$ cat src/rtl/booth_mac_accumulator.sv
// booth_mac_accumulator
//   Collects signed 2N-bit products from a sequential Booth multiplier and
//   accumulates NUM_TERMS of them into a saturating ACC_W-bit dot product.
//   The finished sum is offered on a valid/ready port.
//
// Ports
//   clk        in   rising-edge clock
//   rst        in   asynchronous active-low reset
//   prod_hi    in   [N-1:0] product upper half
//   prod_lo    in   [N-1:0] product lower half
//   prod_done  in   level; its rising edge marks a new product
//   clear      in   synchronous flush of the current result and error flags
//   acc_out    out  [ACC_W-1:0] signed result; reads 0 unless acc_valid
//   acc_valid  out  result available
//   acc_ready  in   consumer accepts the result
//   term_cnt   out  [CNT_W-1:0] products summed into the current result
//   overflow   out  sticky saturation flag for the current result
//   drop_err   out  sticky flag: a product arrived with the buffer full
//   busy       out  FSM not idle or a product is waiting in the buffer
module booth_mac_accumulator #(
  parameter int N         = 16,
  parameter int ACC_W     = 40,
  parameter int NUM_TERMS = 8,
  parameter int CNT_W     = 4
) (
  input  logic               clk,
  input  logic               rst,
  input  logic [N-1:0]       prod_hi,
  input  logic [N-1:0]       prod_lo,
  input  logic               prod_done,
  input  logic               clear,
  output logic [ACC_W-1:0]   acc_out,
  output logic               acc_valid,
  input  logic               acc_ready,
  output logic [CNT_W-1:0]   term_cnt,
  output logic               overflow,
  output logic               drop_err,
  output logic               busy
);

  localparam logic [1:0] S_IDLE  = 2'd0;
  localparam logic [1:0] S_ADD   = 2'd1;
  localparam logic [1:0] S_CHECK = 2'd2;
  localparam logic [1:0] S_OUT   = 2'd3;

  localparam logic [ACC_W-1:0] ACC_MAX = {1'b0, {(ACC_W-1){1'b1}}};
  localparam logic [ACC_W-1:0] ACC_MIN = {1'b1, {(ACC_W-1){1'b0}}};
  localparam logic [CNT_W-1:0] CNT_ONE = {{(CNT_W-1){1'b0}}, 1'b1};
  localparam logic [CNT_W-1:0] CNT_END = CNT_W'(NUM_TERMS);

  logic [1:0]       state_q, state_d;
  logic             done_q, done_d;
  logic [2*N-1:0]   prod_q, prod_d;
  logic [2*N-1:0]   pend_q, pend_d;
  logic             pending_q, pending_d;
  logic [ACC_W-1:0] acc_q, acc_d;
  logic [CNT_W-1:0] term_cnt_q, term_cnt_d;
  logic             overflow_q, overflow_d;
  logic             drop_err_q, drop_err_d;

  logic             new_prod;
  logic [2*N-1:0]   prod_in;
  logic [ACC_W-1:0] prod_ext;
  logic [ACC_W:0]   sum_wide;
  logic             sat;
  logic [ACC_W-1:0] sum_sat;

  assign new_prod = prod_done & ~done_q;
  assign prod_in  = {prod_hi, prod_lo};
  assign prod_ext = {{(ACC_W-2*N){prod_q[2*N-1]}}, prod_q};

  // One extra bit of headroom: if the two top bits disagree the true sum
  // does not fit in ACC_W bits, and the top bit gives the true sign.
  assign sum_wide = {acc_q[ACC_W-1], acc_q} + {prod_ext[ACC_W-1], prod_ext};
  assign sat      = sum_wide[ACC_W] ^ sum_wide[ACC_W-1];
  assign sum_sat  = !sat ? sum_wide[ACC_W-1:0] :
                    (sum_wide[ACC_W] ? ACC_MIN : ACC_MAX);

  always_comb begin
    state_d    = state_q;
    done_d     = prod_done;
    prod_d     = prod_q;
    pend_d     = pend_q;
    pending_d  = pending_q;
    acc_d      = acc_q;
    term_cnt_d = term_cnt_q;
    overflow_d = overflow_q;
    drop_err_d = drop_err_q;

    if (clear) begin
      // A rising edge coinciding with clear is ignored; done_d still tracks.
      state_d    = S_IDLE;
      pending_d  = 1'b0;
      acc_d      = '0;
      term_cnt_d = '0;
      overflow_d = 1'b0;
      drop_err_d = 1'b0;
    end else begin
      case (state_q)
        S_IDLE: begin
          if (pending_q) begin
            // Buffered product goes first; a simultaneous arrival refills the buffer.
            prod_d  = pend_q;
            state_d = S_ADD;
            if (new_prod) begin
              pend_d = prod_in;
            end else begin
              pending_d = 1'b0;
            end
          end else if (new_prod) begin
            prod_d  = prod_in;
            state_d = S_ADD;
          end
        end
        S_ADD: begin
          acc_d      = sum_sat;
          overflow_d = overflow_q | sat;
          term_cnt_d = term_cnt_q + CNT_ONE;
          state_d    = S_CHECK;
        end
        S_CHECK: begin
          state_d = (term_cnt_q == CNT_END) ? S_OUT : S_IDLE;
        end
        default: begin
          if (acc_ready) begin
            acc_d      = '0;
            term_cnt_d = '0;
            overflow_d = 1'b0;
            state_d    = S_IDLE;
          end
        end
      endcase

      // Outside S_IDLE there is room for exactly one waiting product.
      if (state_q != S_IDLE && new_prod) begin
        if (!pending_q) begin
          pend_d    = prod_in;
          pending_d = 1'b1;
        end else begin
          drop_err_d = 1'b1;
        end
      end
    end
  end

  always_ff @(posedge clk or negedge rst) begin
    if (!rst) begin
      state_q    <= S_IDLE;
      done_q     <= 1'b0;
      prod_q     <= '0;
      pend_q     <= '0;
      pending_q  <= 1'b0;
      acc_q      <= '0;
      term_cnt_q <= '0;
      overflow_q <= 1'b0;
      drop_err_q <= 1'b0;
    end else begin
      state_q    <= state_d;
      done_q     <= done_d;
      prod_q     <= prod_d;
      pend_q     <= pend_d;
      pending_q  <= pending_d;
      acc_q      <= acc_d;
      term_cnt_q <= term_cnt_d;
      overflow_q <= overflow_d;
      drop_err_q <= drop_err_d;
    end
  end

  // Valid comes straight from registered state, so ready never loops into it.
  assign acc_valid = (state_q == S_OUT);
  assign acc_out   = acc_valid ? acc_q : '0;
  assign term_cnt  = term_cnt_q;
  assign overflow  = overflow_q;
  assign drop_err  = drop_err_q;
  assign busy      = (state_q != S_IDLE) | pending_q;

endmodule

$ cat config.mk
export PLATFORM = sky130hd
export DESIGN_NAME = booth_mac_accumulator
export DESIGN_NICKNAME = d
export VERILOG_FILES = /design/src/rtl/booth_mac_accumulator.sv
export SDC_FILE = /design/constraint.sdc
export NUM_CORES = 1
export LEC_CHECK = 0
export BUFFER_PORTS_ARGS = -buffer_cell sky130_fd_sc_hd__buf_2
export CAP_MARGIN = 25
export CORE_ASPECT_RATIO = 1.4
export CORE_MARGIN = 4
export CORE_UTILIZATION = 55
export CTS_BUF_LIST = sky130_fd_sc_hd__clkbuf_4 sky130_fd_sc_hd__clkbuf_8 sky130_fd_sc_hd__clkbuf_16
export DETAILED_ROUTE_END_ITERATION = 7
export PLACE_DENSITY = 0.73
export SLEW_MARGIN = 10
export SYNTH_ARGS = -nofsm -noshare
export SYNTH_HDL_FRONTEND = slang
export SYNTH_SLANG_ARGS = --single-unit
$ cat constraint.sdc
create_clock -name clk -period 9.8 [get_ports clk]
set_input_delay 1.47 -clock clk [delete_from_list [all_inputs] [get_ports clk]]
set_output_delay 1.47 -clock clk [all_outputs]
set_load 0.05 [all_outputs]
==> Word level (Yosys, flattened, before mapping) <==
Cells that the tools add are included.
{ "totals": {"regBits": 114, "out_inout_bits": 48, "wordCells": 70, "inputBits": 37} }
{ "classes": {"n_bitwise": 6, "addsub": 2, "mux": 34, "eq_ne": 6, "reduce_logical": 13} }
{ "op_table": {"columns": ["operator", "count"], "rows": [
  ["two-way mux 32 bit", 7],
  ["two-way mux 40 bit", 5],
  ["case mux 40 bit (2 select lines)", 1],
  ["adder 40 x 32 -> 41 bit", 1],
  ["two-way mux 1 bit", 11],
  ["two-way mux 2 bit", 5],
  ["two-way mux 4 bit", 2],
  ["case mux 4 bit (2 select lines)", 1],
  ["nonzero test 2 bit", 4],
  ["case mux 2 bit (3 select lines)", 1],
  ["AND reduction 2 bit", 3],
  ["nonzero test 5 bit", 1],
  ["adder 4 x 1 -> 4 bit (second input constant)", 1],
  ["== test 2 bit (second input constant)", 2],
  ["== test 4 bit (second input constant)", 1],
  ["inequality test 4 bit (second input constant)", 1],
  ["AND reduction 3 bit", 1],
  ["nonzero test 3 bit", 1],
  ["== test 2 x 1 -> 1 bit (second input constant)", 1],
  ["logical NOT 2 bit", 1],
  ["inequality test 2 x 1 -> 1 bit (second input constant)", 1],
  ["NOT 1 bit", 2],
  ["bitwise OR 1 bit", 2],
  ["case mux 1 bit (2 select lines)", 1],
  ["4 further kinds", 4]
]} }

==> Longest topological paths before layout <==
{ "logic_depth": {"depth_word": 8, "mapped_depth": 13, "depth_no_buf": 10} }

==> Worst setup path before layout <==
No wires, ideal clock.
{ "synth_timing": {"path_type": "flip-flop to output port", "startpoint": "register state_q[0]", "endpoint": "output port acc_out[0]", "path_buffers": 1, "t_arrival_ps": 1699, "required_ps": 8330, "path_stages_with_launch": 4, "slack_ps": 6631, "path_cell_list": "dfrtp_1 > ha_1 > clkbuf_1 > and2_1"} }
{ "synth_between": {"elab_chain_cells": 2} }
{ "synth_lines": {"columns": ["element", "line", "rtl"], "rows": [
  ["start: declaration", "51", "logic [1:0] state_q, state_d;"],
  ["start signal: assignment", "158", "state_q <= state_d;"],
  ["== test 2 bit", "171", "assign acc_valid = (state_q == S_OUT);"],
  ["via acc_valid", "33", "output logic acc_valid,"],
  ["two-way mux 40 bit", "172", "assign acc_out = acc_valid ? acc_q : '0;"],
  ["end: declaration", "32", "output logic [ACC_W-1:0] acc_out,"]
]} }
The timed path passes the listed nets, and every way through them passes these cells.

==> Worst setup path after layout <==
{ "layout_timing": {"startpoint": "register prod_q[31]", "endpoint": "register overflow_q, in the netlist overflow"} }
{ "layout_between": {"elab_chain_cells": 5} }
{ "layout_lines": {"columns": ["element", "line", "rtl"], "rows": [
  ["start: declaration", "53", "logic [2*N-1:0] prod_q, prod_d;"],
  ["start signal: assignment", "160", "prod_q <= prod_d;"],
  ["adder 40 x 32 -> 41 bit", "74", "assign sum_wide = {acc_q[ACC_W-1], acc_q} + {prod_ext[ACC_W-1], prod_ext};"],
  ["XOR 1 bit", "75", "assign sat = sum_wide[ACC_W] ^ sum_wide[ACC_W-1];"],
  ["bitwise OR 1 bit", "117", "overflow_d = overflow_q | sat;"],
  ["case mux 1 bit (2 select lines)", "99", "case (state_q)"],
  ["two-way mux 1 bit", "90", "if (clear) begin"],
  ["end signal: assignment", "165", "overflow_q <= overflow_d;"],
  ["end: declaration", "58", "logic overflow_q, overflow_d;"]
]} }
Every way passes these cells.
A chain may end at the register's enable or synchronous reset.

==> flow_metrics.env <==
export IMPL_outcome="finished, final reports clean"
export IMPL_clock_skew_final_ns=0.00855
export IMPL_final_nets=1000
export IMPL_clock_fmax_mhz=240
export IMPL_cts_resized=0
export IMPL_path_class="reg -> reg"
export IMPL_clk_latency_ns=0.43
export IMPL_p_per_area_mw_per_mm2=255
export IMPL_syn_inst=852
export IMPL_cts_tree="done"
export IMPL_required_ns=10.12
export IMPL_place_congestion=0.944
export IMPL_wl_per_cell_um=18.9
export IMPL_synth_edff_count=0
export IMPL_core_area_mm2=0.0135
export IMPL_synth_compound_area_frac=0.200
export IMPL_fp_dieH_um=148
export IMPL_vias=6729
export IMPL_cts_hold_fix_buffers=0
export IMPL_hpwl_um=15300
export IMPL_post_place_ws_ns=5.63
export IMPL_synth_xor_area_frac=0.0319
export IMPL_synthAdderAreaFrac=0.0775
export IMPL_finalNonFillerCells=1111
export IMPL_ys_seq_area_frac=0.371
export IMPL_clock_sinks=114
export IMPL_drive_above_1_share=0.189
export IMPL_cpPeakStageDelay_ns=0.64
export IMPL_rows=50
export IMPL_endpoint_kind="flop"
export IMPL_synth_top_cell_by_area="dfrtp_1"
export IMPL_synth_top_area_frac=0.371
export IMPL_num_antenna_cells=0
export IMPL_hold_path_class="reg -> reg"
export IMPL_ys_top_cells_by_area="dfrtp_1 (37%), ha_1 (7.5%), nand2_1 (5.3%), mux2i_1 (4.8%), mux2_2 (4.7%)"
export IMPL_maxCapViolCount=0
export IMPL_final_common_cell="dfrtp_1"
export IMPL_synth_top_family_by_area="compound AO/OA/AOI/OAI gates"
export IMPL_ir_worst_vdd_mv=0.184
export IMPL_slew_headroom=0.371
export IMPL_critPathBufInv=1
export IMPL_place_area_mm2=0.00816
export IMPL_via_per_inst=6.06
export IMPL_async_flop_share=1.00
export IMPL_met3_usage=0.0450
export IMPL_drt_wl_total_um=21000
export IMPL_syn_avg_cell_area_um2=9.01
export IMPL_tns_ns=0
export IMPL_grt_max_degree=68
export IMPL_postCtsSetupBuffers=0
export IMPL_area_growth_pct=15.0
export IMPL_cts_root_buffer="clkbuf_16"
export IMPL_start_util=0.568
export IMPL_synth_mux_area_frac=0.0951
export IMPL_htree_levels=4
export IMPL_io_pins=85
export IMPL_synth_seq_cells=114
export IMPL_ys_flop_type="dfrtp_1"
export IMPL_hold_viol_final=0
export IMPL_p_leak_nw=4.21
export IMPL_grt_usage=0.276
export IMPL_use_met2=0.500
export IMPL_setup_viol=0
export IMPL_worstPathMaxFanout=20
export IMPL_fin_crit_sh=0.426
export IMPL_grt_pass1_wl_um=34600
export IMPL_final_cell_mix="dfrtp_1 (113), nand2_1 (109), buf_2 (83), o21ai_0 (63), ha_1 (46)"
export IMPL_cp_top_family="simple AND/OR/NAND/NOR gates"
export IMPL_die_area_mm2=0.0159
export IMPL_dp_cells=1077
export IMPL_path_cells="ha_1, and4_4, nand2_1, or4_4, a2111oi_2, or3_1, and3_1, buf_4, o21ai_2, a2111oi_4"
export IMPL_syn_area_mm2=0.00768
export IMPL_drt_iter0_markers=327
export IMPL_drcViolationCount=0
export IMPL_slowest_stage="and3_1"
export IMPL_fin_crit_ns=4.17
export IMPL_ys_types=62
export IMPL_synth_simple_area_share=0.185
export IMPL_grt_pass1_vias=6927
export IMPL_clockBufferDepth=2
export IMPL_rsz0062_at_grt="false"
export IMPL_die_x_um=108
export IMPL_cts_buffers=17
export IMPL_setup_ws_ns=5.63
export IMPL_antenna_found_initial=0
export IMPL_grt_busiest_layer="met2"
export IMPL_synth_warnings=0
export IMPL_slew_violations=0
export IMPL_overflow=0
export IMPL_grt_use_met1=0.311
export IMPL_ant_nets=0
export IMPL_clkTransAtPathRegs_ns=0.06
export IMPL_worst_slew_pin_transition_ns=0.919
export IMPL_crit_path_start_kind="flop"
export IMPL_final_area_mm2=0.00883
export IMPL_dr_pass1_iters=5
export IMPL_port_buffers=84
export IMPL_synth_fp_nets=936
export IMPL_cp_arrival_ns=4.49
[synthesized netlist by cell type, types with 2 or more instances]
cell / number
o211ai_1: 16
a311oi_1: 7
mux2_2: 32
o21ai_0: 63
or3_1: 9
a221oi_1: 4
nor3_1: 31
inv_1: 18
nand2_1: 109
buf_1: 4
a21boi_0: 2
buf_2: 11
o2111ai_1: 3
nor2b_1: 5
and3_1: 11
mux2i_1: 37
a21oi_2: 5
a21bo_2: 2
a2111oi_0: 2
buf_4: 3
xnor2_1: 20
nor2_1: 34
a211oi_1: 13
o21a_1: 4
clkbuf_1: 28
o21ai_1: 26
o21bai_1: 8
o21ai_2: 2
nand4_1: 10
xor2_1: 8
nand2b_1: 3
nand3b_1: 5
buf_6: 3
a21o_1: 19
a22o_1: 2
dfrtp_1: 114
and4_1: 2
ha_1: 46
a31oi_1: 5
nand3_1: 18
a21oi_1: 42
and2_1: 45
nor3b_1: 2
[report_power, final]
| part | switching (mW) | total (mW) | internal, mW | leakage (nW) |
|---|---|---|---|---|
| sequential | 0.119 | 0.739 | 0.620 | 1.48 |
| combinational | 0.499 | 0.839 | 0.340 | 2.43 |
| clock | 0.237 | 0.671 | 0.435 | 0.304 |
| total | 0.855 | 2.25 | 1.39 | 4.21 |
[stage by stage]
step	utilization	power, mW	hold slack (ns)
6_report	0.654	2.25	0.489
5_1_grt	0.654	2.40	0.516
4_1_cts	0.651	2.26	0.493
3_5_place_dp	0.604	1.57	0.480
3_3_place_gp	0.604	1.54	0.474
2_1_floorplan	-	1.36	0.456
[cells by family (layout without fill, tap and decap cells)]
group	count (synthesis)	count (layout)
simple gates	290	290
compound gates	237	237
mux	69	69
flops	114	114
fa+ha+maj	47	47
buf+inv	67	144
xor+xnor	28	28
[path summary, 6_finish.rpt]
kind,cells after the start,slack (ns),endpoint,from
min,2,0.49,drop_err,drop_err
min in group asynchronous,1,1.06,pend_q[21],rst
max in group asynchronous,2,7.39,pending_q,rst
max reg2reg,10,5.63,overflow,prod_q[31]
max,10,5.63,overflow,prod_q[31]
min reg2reg,2,0.49,drop_err,drop_err
[worst min-delay path, stage by stage (launching register included)]
cell,delay [ns]
dfrtp_1,0.34
a21oi_1,0.04
nor2_1,0.07
[cell type report]
cell class	instances	area, um2
Clock buffer	18	439
Clock inverter	14	200
Fill cell	1114	4680
Inverter	18	67.6
Multi-Input combinational cell	671	4530
Sequential cell	114	2850
Tap cell	182	228
Timing Repair Buffer	94	514
[flip-flops by register name, indices dropped and copies added (netlist names)]
name	count
overflow	1
acc_q	40
pend_q	32
prod_q	32
pending_q	1
state_q	2
term_cnt	4
done_q	1
drop_err	1
[layer usage]
layer,vias to the layer above,wire (um)
met2,203,11400
li1,3218,-
met1,3261,8030
met4,0,728
met3,47,891
met5,-,0
Power figures use the tool's default switching activity.
